File: config.mk
export PLATFORM = sky130hd
export DESIGN_NAME = pipe_control
export DESIGN_NICKNAME = d
export VERILOG_FILES = /design/src/rtl/flappy_pkg.sv /design/src/rtl/lfsr8.sv /design/src/rtl/pipe_control.sv
export SDC_FILE = /design/constraint.sdc
export NUM_CORES = 1
export LEC_CHECK = 0
export CORE_MARGIN = 4
export CORE_UTILIZATION = 52
export DETAILED_ROUTE_END_ITERATION = 10
export PLACE_DENSITY = 0.87
export SLEW_MARGIN = 20
export SYNTH_ARGS = -nofsm -noshare
export SYNTH_HDL_FRONTEND = slang
export SYNTH_SLANG_ARGS = --single-unit
File: constraint.sdc
create_clock -name CLK -period 2.4 [get_ports CLK]
set_input_delay 0.36 -clock CLK [delete_from_list [all_inputs] [get_ports CLK]]
set_output_delay 0.36 -clock CLK [all_outputs]
set_load 0.03 [all_outputs]
File: src/rtl/flappy_pkg.sv
// flappy_pkg: shared screen geometry, pipe FSM states
// and the hole clamp helper.
package flappy_pkg;

  localparam int SCREEN_W  = 320;
  localparam int SCREEN_H  = 240;
  localparam int PIPE_W    = 40;
  localparam int HOLE_SIZE = 50;

  typedef enum logic [1:0] {
    ST_IDLE,
    ST_RUN,
    ST_STOPPED
  } pipe_state_e;

  function automatic logic [7:0] clamp8(
    input logic [7:0] v,
    input logic [7:0] lo,
    input logic [7:0] hi
  );
    logic [7:0] r;
    r = v;
    if (v < lo) r = lo;
    else if (v > hi) r = hi;
    return r;
  endfunction

endpackage

File: src/rtl/lfsr8.sv
// lfsr8: 8-bit Fibonacci LFSR, taps 8,6,5,4.
// Free-running; a non-zero seed keeps it off zero.
module lfsr8 #(
  parameter logic [7:0] SEED = 8'hA5
) (
  input  logic       clk,
  input  logic       rst,
  output logic [7:0] q
);

  logic fb;

  assign fb = q[7] ^ q[5] ^ q[4] ^ q[3];

  always_ff @(posedge clk or posedge rst) begin
    if (rst) q <= SEED;
    else     q <= {q[6:0], fb};
  end

endmodule

File: src/rtl/pipe_control.sv
// pipe_control: scrolls one pipe leftward per frame,
// reloads it with a random hole and flags bird passes.
module pipe_control
  import flappy_pkg::*;
#(
  parameter int         SCREEN_WIDTH = SCREEN_W,
  parameter int         SCROLL_STEP  = 1,
  parameter int         BIRD_X       = 60,
  parameter int         Y_MIN        = 20,
  parameter int         Y_MAX        = 190,
  parameter logic [7:0] LFSR_SEED    = 8'hA5
) (
  input  logic       CLK,
  input  logic       RESET,
  input  logic       FRAME_TICK,
  input  logic       START,
  input  logic       HALT,
  output logic [8:0] PIPE_X_POSITION,
  output logic [7:0] PIPE_Y_HOLE_POSITION,
  output logic       PIPE_PASSED,
  output logic       RUNNING
);

  localparam logic [8:0] X_LOAD = 9'(SCREEN_WIDTH);
  localparam logic [8:0] STEP   = 9'(SCROLL_STEP);
  localparam logic [8:0] BIRD   = 9'(BIRD_X);
  localparam logic [7:0] Y_LO   = 8'(Y_MIN);
  localparam logic [7:0] Y_HI   = 8'(Y_MAX);

  pipe_state_e state_q, state_d;
  logic [8:0]  x_q, x_d;
  logic [7:0]  hole_q, hole_d;
  logic        passed_q, passed_d;
  logic        running_q;
  logic [7:0]  lfsr_q;
  logic [7:0]  hole_new;

  lfsr8 #(.SEED(LFSR_SEED)) u_lfsr (
    .clk (CLK),
    .rst (RESET),
    .q   (lfsr_q)
  );

  assign hole_new = clamp8(lfsr_q, Y_LO, Y_HI);

  always_comb begin
    state_d  = state_q;
    x_d      = x_q;
    hole_d   = hole_q;
    passed_d = 1'b0;
    unique case (state_q)
      ST_IDLE: begin
        x_d = X_LOAD;
        if (START) state_d = ST_RUN;
      end
      ST_RUN: begin
        if (HALT) begin
          state_d = ST_STOPPED;
        end else if (FRAME_TICK) begin
          if (x_q >= STEP) begin
            x_d      = x_q - STEP;
            passed_d = (x_q >= BIRD) && (x_d < BIRD);
          end else begin
            // wrap: reload at the right edge, new hole
            x_d    = X_LOAD;
            hole_d = hole_new;
          end
        end
      end
      ST_STOPPED: begin
        if (START && !HALT) begin
          state_d = ST_RUN;
          x_d     = X_LOAD;
          hole_d  = hole_new;
        end
      end
      default: state_d = ST_IDLE;
    endcase
  end

  always_ff @(posedge CLK or posedge RESET) begin
    if (RESET) begin
      state_q   <= ST_IDLE;
      x_q       <= X_LOAD;
      hole_q    <= Y_LO;
      passed_q  <= 1'b0;
      running_q <= 1'b0;
    end else begin
      state_q   <= state_d;
      x_q       <= x_d;
      hole_q    <= hole_d;
      passed_q  <= passed_d;
      running_q <= (state_d == ST_RUN);
    end
  end

  assign PIPE_X_POSITION      = x_q;
  assign PIPE_Y_HOLE_POSITION = hole_q;
  assign PIPE_PASSED          = passed_q;
  assign RUNNING              = running_q;

endmodule

* Yosys cells after proc, flatten, opt, wreduce, memory -nomap -nowiden
Index checks and enable logic that the tools add are counted.
** Word-level totals
- Memory bits (read-only) :: 0
- Bits in writable memories :: 0
- Memories :: 0
- Register bits :: 29
- Bits in latches :: 0
** Cells by class
- Reduce and logical (&&, ||, !) cells :: 8
- Multiplexer cells :: 20
- Bitwise operators :: 3
- $mul :: 0
- Order comparisons :: 5
- Shift operators :: 0
- Add/sub/neg operators :: 1
- Equal/unequal tests :: 7
- Divide/modulo/power cells :: 0
** Operators by type and width (count)
- 8-bit two-way mux :: 6
- 9-bit two-way mux :: 4
- 9-bit case mux with 3 select lines :: 1
- 8-bit case mux with 2 select lines :: 1
- 9-bit by 1-bit >= comparator with 1-bit output (second input constant) :: 1
- 9-bit by 6-bit >= comparator with 1-bit output (second input constant) :: 1
- 9-bit by 6-bit < comparator with 1-bit output (second input constant) :: 1
- 9-bit by 1-bit subtractor with 9-bit output (second input constant) :: 1
- 8-bit > comparator (second input constant) :: 1
- 8-bit by 5-bit < comparator with 1-bit output (second input constant) :: 1
- 2-bit inequality test (second input constant) :: 4
- 2-bit two-way mux :: 3
- 2-bit case mux with 3 select lines :: 1
- 5-bit AND reduction :: 1
- 2-bit by 1-bit equality test with 1-bit output (second input constant) :: 2
- 1-bit two-way mux :: 4
- 4-bit AND reduction :: 1
- 3-bit nonzero test :: 1
- 1-bit XOR :: 3
- 2-bit equality test (second input constant) :: 1
- 1-bit logical AND :: 2
- 2-bit zero test :: 1
- 2-bit nonzero test :: 1
- 1-bit zero test :: 1

* Depth between registers and ports, before layout
Gate-level depths: netlist of the first run.
- Word-level depth :: 7
- Gate-level depth with buffers :: 7
- Depth with buffers taken out :: 6

* Cells and area by module
Synthesis of the first run repeated with hierarchy kept, for this count alone.
** Unflattened totals
- Cell total of the unflattened synthesis :: 131
- Area, all modules :: 1470.2 sq um
** By module, submodules not included
- pipe_control :: seq. area each 530.5 sq um, area an instance 1234.9 sq um, cells each 119, instances 1
- lfsr8 :: seq. area each 205.2 sq um, area an instance 235.2 sq um, cells each 12, instances 1

* Worst setup path after synthesis of the first run
No wires, ideal clock.
- Path type :: reg2reg
- Start point :: register x_q[0] (netlist: PIPE_X_POSITION[0])
- End point :: register passed_q (netlist: PIPE_PASSED)
- Data required time :: 2332 ps
- Data arrival time :: 2174 ps
- Library setup time :: 68 ps
- Stages on the path, launching flop included :: 8
- Buffers on the path :: 1
- Period minus slack after synthesis :: 2242 ps
- Setup slack :: 158 ps
- Cells stage by stage :: dfrtp_1 inv_1 ha_1 or3b_1 clkbuf_1 o31a_1 a2111oi_0 o221a_1
** On the way
- Word-level cells in the longest chain between the ends :: 7
** Ends and longest elaborated chain
- start, declared :: RTL line pipe_control.sv:31 : logic [8:0] x_q, x_d;
- start signal, assigned :: RTL line pipe_control.sv:84 : x_q <= X_LOAD;
- start signal, assigned :: RTL line pipe_control.sv:90 : x_q <= x_d;
- 9-bit by 1-bit subtractor with 9-bit output :: RTL line pipe_control.sv:61 : x_d = x_q - STEP;
- 9-bit by 6-bit < comparator with 1-bit output :: RTL line pipe_control.sv:62 : passed_d = (x_q >= BIRD) && (x_d < BIRD);
- 1-bit logical AND :: RTL line pipe_control.sv:62
- 1-bit two-way mux * :: RTL line pipe_control.sv:60 : if (x_q >= STEP) begin
- 1-bit two-way mux * :: RTL line pipe_control.sv:59 : end else if (FRAME_TICK) begin
- 1-bit two-way mux * :: RTL line pipe_control.sv:57 : if (HALT) begin
- 1-bit two-way mux * :: RTL line pipe_control.sv:51 : unique case (state_q)
- net passed_d :: RTL line pipe_control.sv:33 : logic passed_q, passed_d;
- end signal, assigned :: RTL line pipe_control.sv:92 : passed_q <= passed_d;
- end, declared :: RTL line pipe_control.sv:33
The timed path passes the listed nets; every way through them passes the cells marked *.
A chain may end at the register's enable or synchronous reset.

* Worst setup path after layout of the first run
Ends and elaborated chain as after synthesis.

==> run_results.csv, run 1 <==
group,metric,value,unit
yosys,synth_top_cell_by_area,"dfrtp_1",
worst_setup_path,crit_required,2.68,ns
timing,drv_slew,0,
worst_setup_path,endpoint_kind,"register",
global_route,grt_pass1_wl,5.15,mm
die,fp.dieW,61.3,um
yosys,ys_ff_latch,29,
yosys,synth_area,0.00148,sq mm
worst_setup_path,reg2reg_depth,6,
power_and_ir_drop,power_density,1050,mW/mm^2
worst_setup_path,r2r-start,"PIPE_X_POSITION[0]",
detailed_routing,vias_per_cell,6.14,
clock_network,htree_levels,2,
global_route,grt_antenna_before_repair,0,
power_and_ir_drop,intPower,1.08,mW
worst_setup_path,rr_endpoint,"PIPE_PASSED",
global_route,grt_pass1_vias,1131,
yosys,yosysWarnings,0,
timing,finalSetupViolCount,0,
timing,worst_pin_slew,0.813,ns
clock_network,ctsHoldBuffers,0,
timing,relSlewSlack,45.0,%
placement,placed_cell_area,0.00174,sq mm
placement,placement.io_buffers,23,
die,die_area,0.00376,sq mm
clock_network,clock_sink_count,29,
worst_setup_path,cp.arrival,2.52,ns
clock_network,clockRootBuffer,"clkbuf_4",
yosys,async_flop_share,100,%
yosys,ys.flop_type,"dfrtp_1",
yosys,synth.distinct_cells,48,
cells_and_area,final_common_cell,"clkdlybuf4s50_1",
cells_and_area,layout_common_cells,"clkdlybuf4s50_1, dfrtp_1, dfstp_2, a21oi_1, nor2_1",
timing,rsz0062_at_grt,"false",
die,coreArea,0.00273,sq mm
power_and_ir_drop,swShare,42.6,%
clock_network,insertion_delay,0.34,ns
yosys,netlist.area_leader.share,35.6,%
die,die_h,61.3,um
outcome,status,"finished clean",
yosys,synth_edf_count,0,
detailed_routing,wirelength,3.25,mm
power_and_ir_drop,p_seq_share,38.2,%
global_route,grt-ovfl-total,0,
power_and_ir_drop,combPwrFrac,46.7,%
timing,fmax,447,MHz
die,num_io_pins,24,
global_route,grt_use_total,19.1,%
run,drv_cap,0,
clock_network,cts_setup_buffers,0,
worst_setup_path,worstPathMaxFanout,8,
detailed_routing,drc,0,
clock_network,cts_tree,"done",
clock_network,clkTransAtPathRegs,0.09,ns
cells_and_area,fin_nets,170,
timing,post-route-min-period,2.24,ns
timing,finalHoldViolCount,0,
detailed_routing,postRouteAntennaNets,0,
clock_network,cts_resized,0,
detailed_routing,drt-initial-drc-count,45,
clock_network,cts_buffer_depth,2,
yosys,netlist_top_cells_area,"dfrtp_1, dfstp_2, mux2_1",
cells_and_area,drive_gt1_share,17.2,%
global_route,grt_max_degree,30,
yosys,syn_inst,135,
timing,setup_tns,0,ns
timing,finalCritPeriodShare,93.3,%
detailed_routing,first_pass_iters,4,
timing,skew,0.00455,ns
placement,dpl.hpwl,2.23,mm
die,start_util,54.1,%
power_and_ir_drop,vdd.ir_drop.worst,0.839,mV
worst_setup_path,crit_type,"register to register",
yosys,syn-num-nets,143,
detailed_routing,via_count,1191,
power_and_ir_drop,switchingPower,806,uW
worst_setup_path,cp-start-kind,"register",
detailed_routing,wl_per_cell,16.7,um
worst_setup_path,r2r_slack,0.16,ns
cells_and_area,final_area,0.00179,sq mm
yosys,avgSynthCellArea,10.9,sq um
worst_hold_path,hold_class,"input pin to async pin",
power_and_ir_drop,pwr-share-clk,15.0,%
power_and_ir_drop,cellLeakagePower,0.754,nW
clock_network,cts_buffers,5,
die,placementRows,19,
placement,globalplace.congestion,0.842,
cells_and_area,area_delta_synth_final,21.3,%
cells_and_area,num_antenna_cells,0,
yosys,synth_seq_area_share,49.8,%
==> registers in the layout, indices dropped and copies added (netlist names) <==
name                  count
PIPE_PASSED               1
RUNNING                   1
u_lfsr.q                  8
PIPE_X_POSITION           9
PIPE_Y_HOLE_POSITION      8
state_q                   2
==> power by group through the flow <==
stage | Combinational (mW) | Clock, mW | Sequential (mW)
6_report | 0.884 | 0.284 | 0.723
5_1_grt | 0.941 | 0.314 | 0.739
4_1_cts | 0.855 | 0.293 | 0.714
3_5_place_dp | 0.847 | 0 | 0.722
3_3_place_gp | 0.838 | 0 | 0.712
2_1_floorplan | 0.467 | 0 | 0.847
==> area by class of cell <==
type,instances,area [sq um]
tap,31,38.8
timing repair buffer,27,260
sequential,29,736
inverter,6,22.5
clock buffer,6,41.3
multi-input combinational,93,684
fill,207,941
clock inverter,2,10.0
==> critical path, stage by stage (launching register included) <==
cell       delay [ns]
dfrtp_1          0.44
inv_1            0.15
ha_1             0.24
or3b_4           0.45
o31a_1           0.25
a2111oi_1        0.39
o221a_1          0.26
==> per-stage QoR <==
stage / utilization, % / setup WS, ns / std cells / hold slack [ns] / power, mW
3_5_place_dp: 63.6 / 0.0806 / 186 / 0.402 / 1.57
6_report: 65.6 / 0.161 / 194 / 0.374 / 1.89
3_3_place_gp: 63.6 / 0.171 / 186 / 0.389 / 1.55
2_1_floorplan: - / 0.158 / 135 / 0.375 / 1.31
5_1_grt: 65.6 / 0.0367 / 194 / 0.408 / 1.99
4_1_cts: 65.4 / 0.0563 / 194 / 0.385 / 1.86
==> worst max-delay path by stage <==
stage                            start          end  slack [ns]  depth (start not counted)
floorplan           PIPE_X_POSITION[0]  PIPE_PASSED        0.16                          7
global placement    PIPE_X_POSITION[0]  PIPE_PASSED        0.17                          6
detailed placement  PIPE_X_POSITION[0]  PIPE_PASSED        0.08                          6
CTS                 PIPE_X_POSITION[0]  PIPE_PASSED        0.06                          6
global route        PIPE_X_POSITION[0]  PIPE_PASSED        0.04                          6
finish              PIPE_X_POSITION[0]  PIPE_PASSED        0.16                          6
==> metal layers <==
layer / wire length, um / vias up / global-route usage [%]
li1: - / 550 / -
met1: 1330 / 597 / 21.9
met2: 1670 / 35 / 31.7
met3: 168 / 9 / 5.45
met4: 85 / 0 / 11.1
met5: 0 / - / 0
==> cell families (layout without fill, tap and decap cells) <==
logic type | count (synthesis) | in the layout | synth area share (%)
simple gates | 39 | 39 | 15.3
compound gates | 38 | 38 | 19.1
flops | 29 | 29 | 49.8
buf+inv | 13 | 41 | 4.15
mux | 10 | 10 | 7.37
fa+ha+maj | 3 | 3 | 2.54
xor+xnor | 3 | 3 | 1.78
==> synth_stat cells, drive strengths merged, types with 2 or more instances <==
cell	number
o31a	2
dfstp	8
mux2i	3
nor2	8
nand2b	3
buf	3
nor3b	2
clkbuf	4
or3	4
inv	6
a21oi	8
dfrtp	21
o31ai	4
a211o	2
o21ai	2
nand3	2
a21o	2
a31oi	3
nor3	4
o22ai	6
xnor2	2
ha	3
mux2	7
nand2	6
Note: power is estimated with default switching activity, not from simulation.
==> run 2, diff against run 1 <==
--- a/config.mk
+++ b/config.mk
@@ -5,7 +5,7 @@
 export SDC_FILE = /design/constraint.sdc
 export NUM_CORES = 1
 export LEC_CHECK = 0
-export CORE_MARGIN = 4
+export CORE_MARGIN = 2
 export CORE_UTILIZATION = 52
 export DETAILED_ROUTE_END_ITERATION = 10
 export PLACE_DENSITY = 0.87
==> run_results.csv, run 2 (synthesized netlist as in run 1, its figures left out) <==
group,metric,value,unit
outcome,status,"finished clean",
run,drv_cap,0,
timing,relSlewSlack,45.8,%
cells_and_area,largest_reg_flops,9,
die,start_util,54.1,%
timing,finalSetupViolCount,0,
detailed_routing,vias_per_cell,6.09,
detailed_routing,topRoutingLayerUsed,"met4",
cells_and_area,fin_nets,171,
global_route,grt_pass1_vias,1121,
timing,worst_pin_slew,0.802,ns
cells_and_area,fillers,227,
power_and_ir_drop,intPower,1.09,mW
clock_network,cts_tree,"done",
clock_network,clkTransAtPathRegs,0.11,ns
die,coreArea,0.00273,sq mm
timing,finalHoldViolCount,0,
timing,drv_slew,0,
die,placementRows,19,
power_and_ir_drop,switchingPower,801,uW
worst_setup_path,cp-start-kind,"register",
cells_and_area,fin_util,65.9,%
worst_setup_path,cp.arrival,2.41,ns
clock_network,htree_levels,2,
clock_network,ctsHoldBuffers,0,
detailed_routing,wirelength,3.10,mm
cells_and_area,drive_gt1_share,17.7,%
power_and_ir_drop,combPwrFrac,47.1,%
detailed_routing,wl_met3,162,um
clock_network,clockRootBuffer,"clkbuf_4",
die,num_io_pins,24,
timing,skew,0.0178,ns
cells_and_area,area_delta_synth_final,21.8,%
die,die_h,57.3,um
clock_network,cts_setup_buffers,0,
global_route,grt_max_degree,30,
detailed_routing,drc,0,
timing,finalCritPeriodShare,91.3,%
clock_network,clock_sink_count,29,
timing,fmax,456,MHz
placement,globalplace.congestion,0.871,
clock_network,cts_resized,0,
clock_network,insertion_delay,0.35,ns
detailed_routing,wl_met1,1.31,mm
power_and_ir_drop,vdd.ir_drop.worst,0.903,mV
detailed_routing,postRouteAntennaNets,0,
power_and_ir_drop,power_density,1050,mW/mm^2
clock_network,cts_buffers,5,
clock_network,cts_buffer_depth,2,
detailed_routing,drt-initial-drc-count,31,
die,die_area,0.00328,sq mm
global_route,grt_pass1_wl,5.22,mm
worst_setup_path,crit_type,"register to register",
power_and_ir_drop,cellLeakagePower,0.760,nW
detailed_routing,first_pass_iters,6,
placement,dpl.hpwl,2.22,mm
worst_setup_path,endpoint_kind,"register",
global_route,grt-ovfl-total,0,
cells_and_area,num_antenna_cells,0,
cells_and_area,layout_common_cells,"clkdlybuf4s50_1, dfrtp_1, dfstp_2, a21oi_1, nor2_1",
worst_hold_path,hold_class,"input pin to async pin",
global_route,grt_use_total,21.3,%
timing,rsz0062_at_grt,"false",
power_and_ir_drop,pwr-share-clk,15.4,%
global_route,grt_antenna_before_repair,0,
power_and_ir_drop,p_seq_share,37.6,%
timing,post-route-min-period,2.19,ns
detailed_routing,wl_met2,1.57,mm
detailed_routing,via_count,1188,
timing,setup_tns,0,ns
power_and_ir_drop,swShare,42.4,%
die,fp.dieW,57.3,um
worst_setup_path,crit_required,2.62,ns
placement,placement.io_buffers,23,
detailed_routing,wl_per_cell,15.9,um
worst_setup_path,worstPathMaxFanout,8,
cells_and_area,final_common_cell,"clkdlybuf4s50_1",
## run 2: cell types whose count changed in the layout (fill, tap and decap cells not counted)
cell / delta
buf_4: +1
a2111oi_0: +1
a2111oi_1: -1
clkinvlp_4: +1
or3b_4: -1
or3b_1: +1
clkbuf_1: -1
## run 2: layer usage
metal  up-vias  GRT usage (%)
li1        556              -
met1       587           26.1
met2        39           34.0
met3         6           7.94
met4         0           9.30
met5         -              0
## run 2: worst paths after layout
| check | cells after the start | slack [ns] | from | to |
|---|---|---|---|---|
| max in group asynchronous | 3 | 1.71 | RESET | u_lfsr.q[0] |
| worst min register to register | 0 | 0.41 | u_lfsr.q[1] | u_lfsr.q[2] |
| min in group CLK | 0 | 0.41 | u_lfsr.q[1] | u_lfsr.q[2] |
| worst max register to register | 6 | 0.21 | PIPE_X_POSITION[1] | PIPE_Y_HOLE_POSITION[0] |
| worst max-delay path | 6 | 0.21 | PIPE_X_POSITION[1] | PIPE_Y_HOLE_POSITION[0] |
| worst min-delay path | 3 | 0.37 | RESET | PIPE_PASSED |
## run 2: worst max-delay path: stages (launching register included)
cell and delay (ns):
dfrtp_1 0.42, inv_1 0.11, ha_1 0.18, or3_1 0.44, nor3_1 0.17, a21o_1 0.37, mux2_2 0.38
## run 2: cell type report
cell class	count	area, sq um	share of cell area (%)
multi-input combinational	93	681	37.8
clock buffer	5	37.5	2.08
timing repair buffer	28	268	14.9
tap	31	38.8	2.15
inverter	6	22.5	1.25
sequential	29	736	40.9
clock inverter	3	17.5	0.973
## run 2: power groups by stage
stage | Combinational, mW | Sequential, mW | Clock, mW
2_1_floorplan | 0.467 | 0.847 | 0
3_3_place_gp | 0.864 | 0.712 | 0
3_5_place_dp | 0.882 | 0.717 | 0
4_1_cts | 0.885 | 0.710 | 0.301
5_1_grt | 0.957 | 0.729 | 0.313
6_report | 0.889 | 0.710 | 0.290
## run 2: through the flow
stage	total power [mW]	instance area, sq um	setup WS (ns)	std cells	hold slack (ns)
4_1_cts	1.90	1800	0.213	195	0.367
6_report	1.89	1800	0.209	195	0.367
3_3_place_gp	1.58	1750	0.313	187	0.388
5_1_grt	2.00	1800	0.0564	195	0.413
3_5_place_dp	1.60	1750	0.243	187	0.402
2_1_floorplan	1.31	1480	0.158	135	0.375
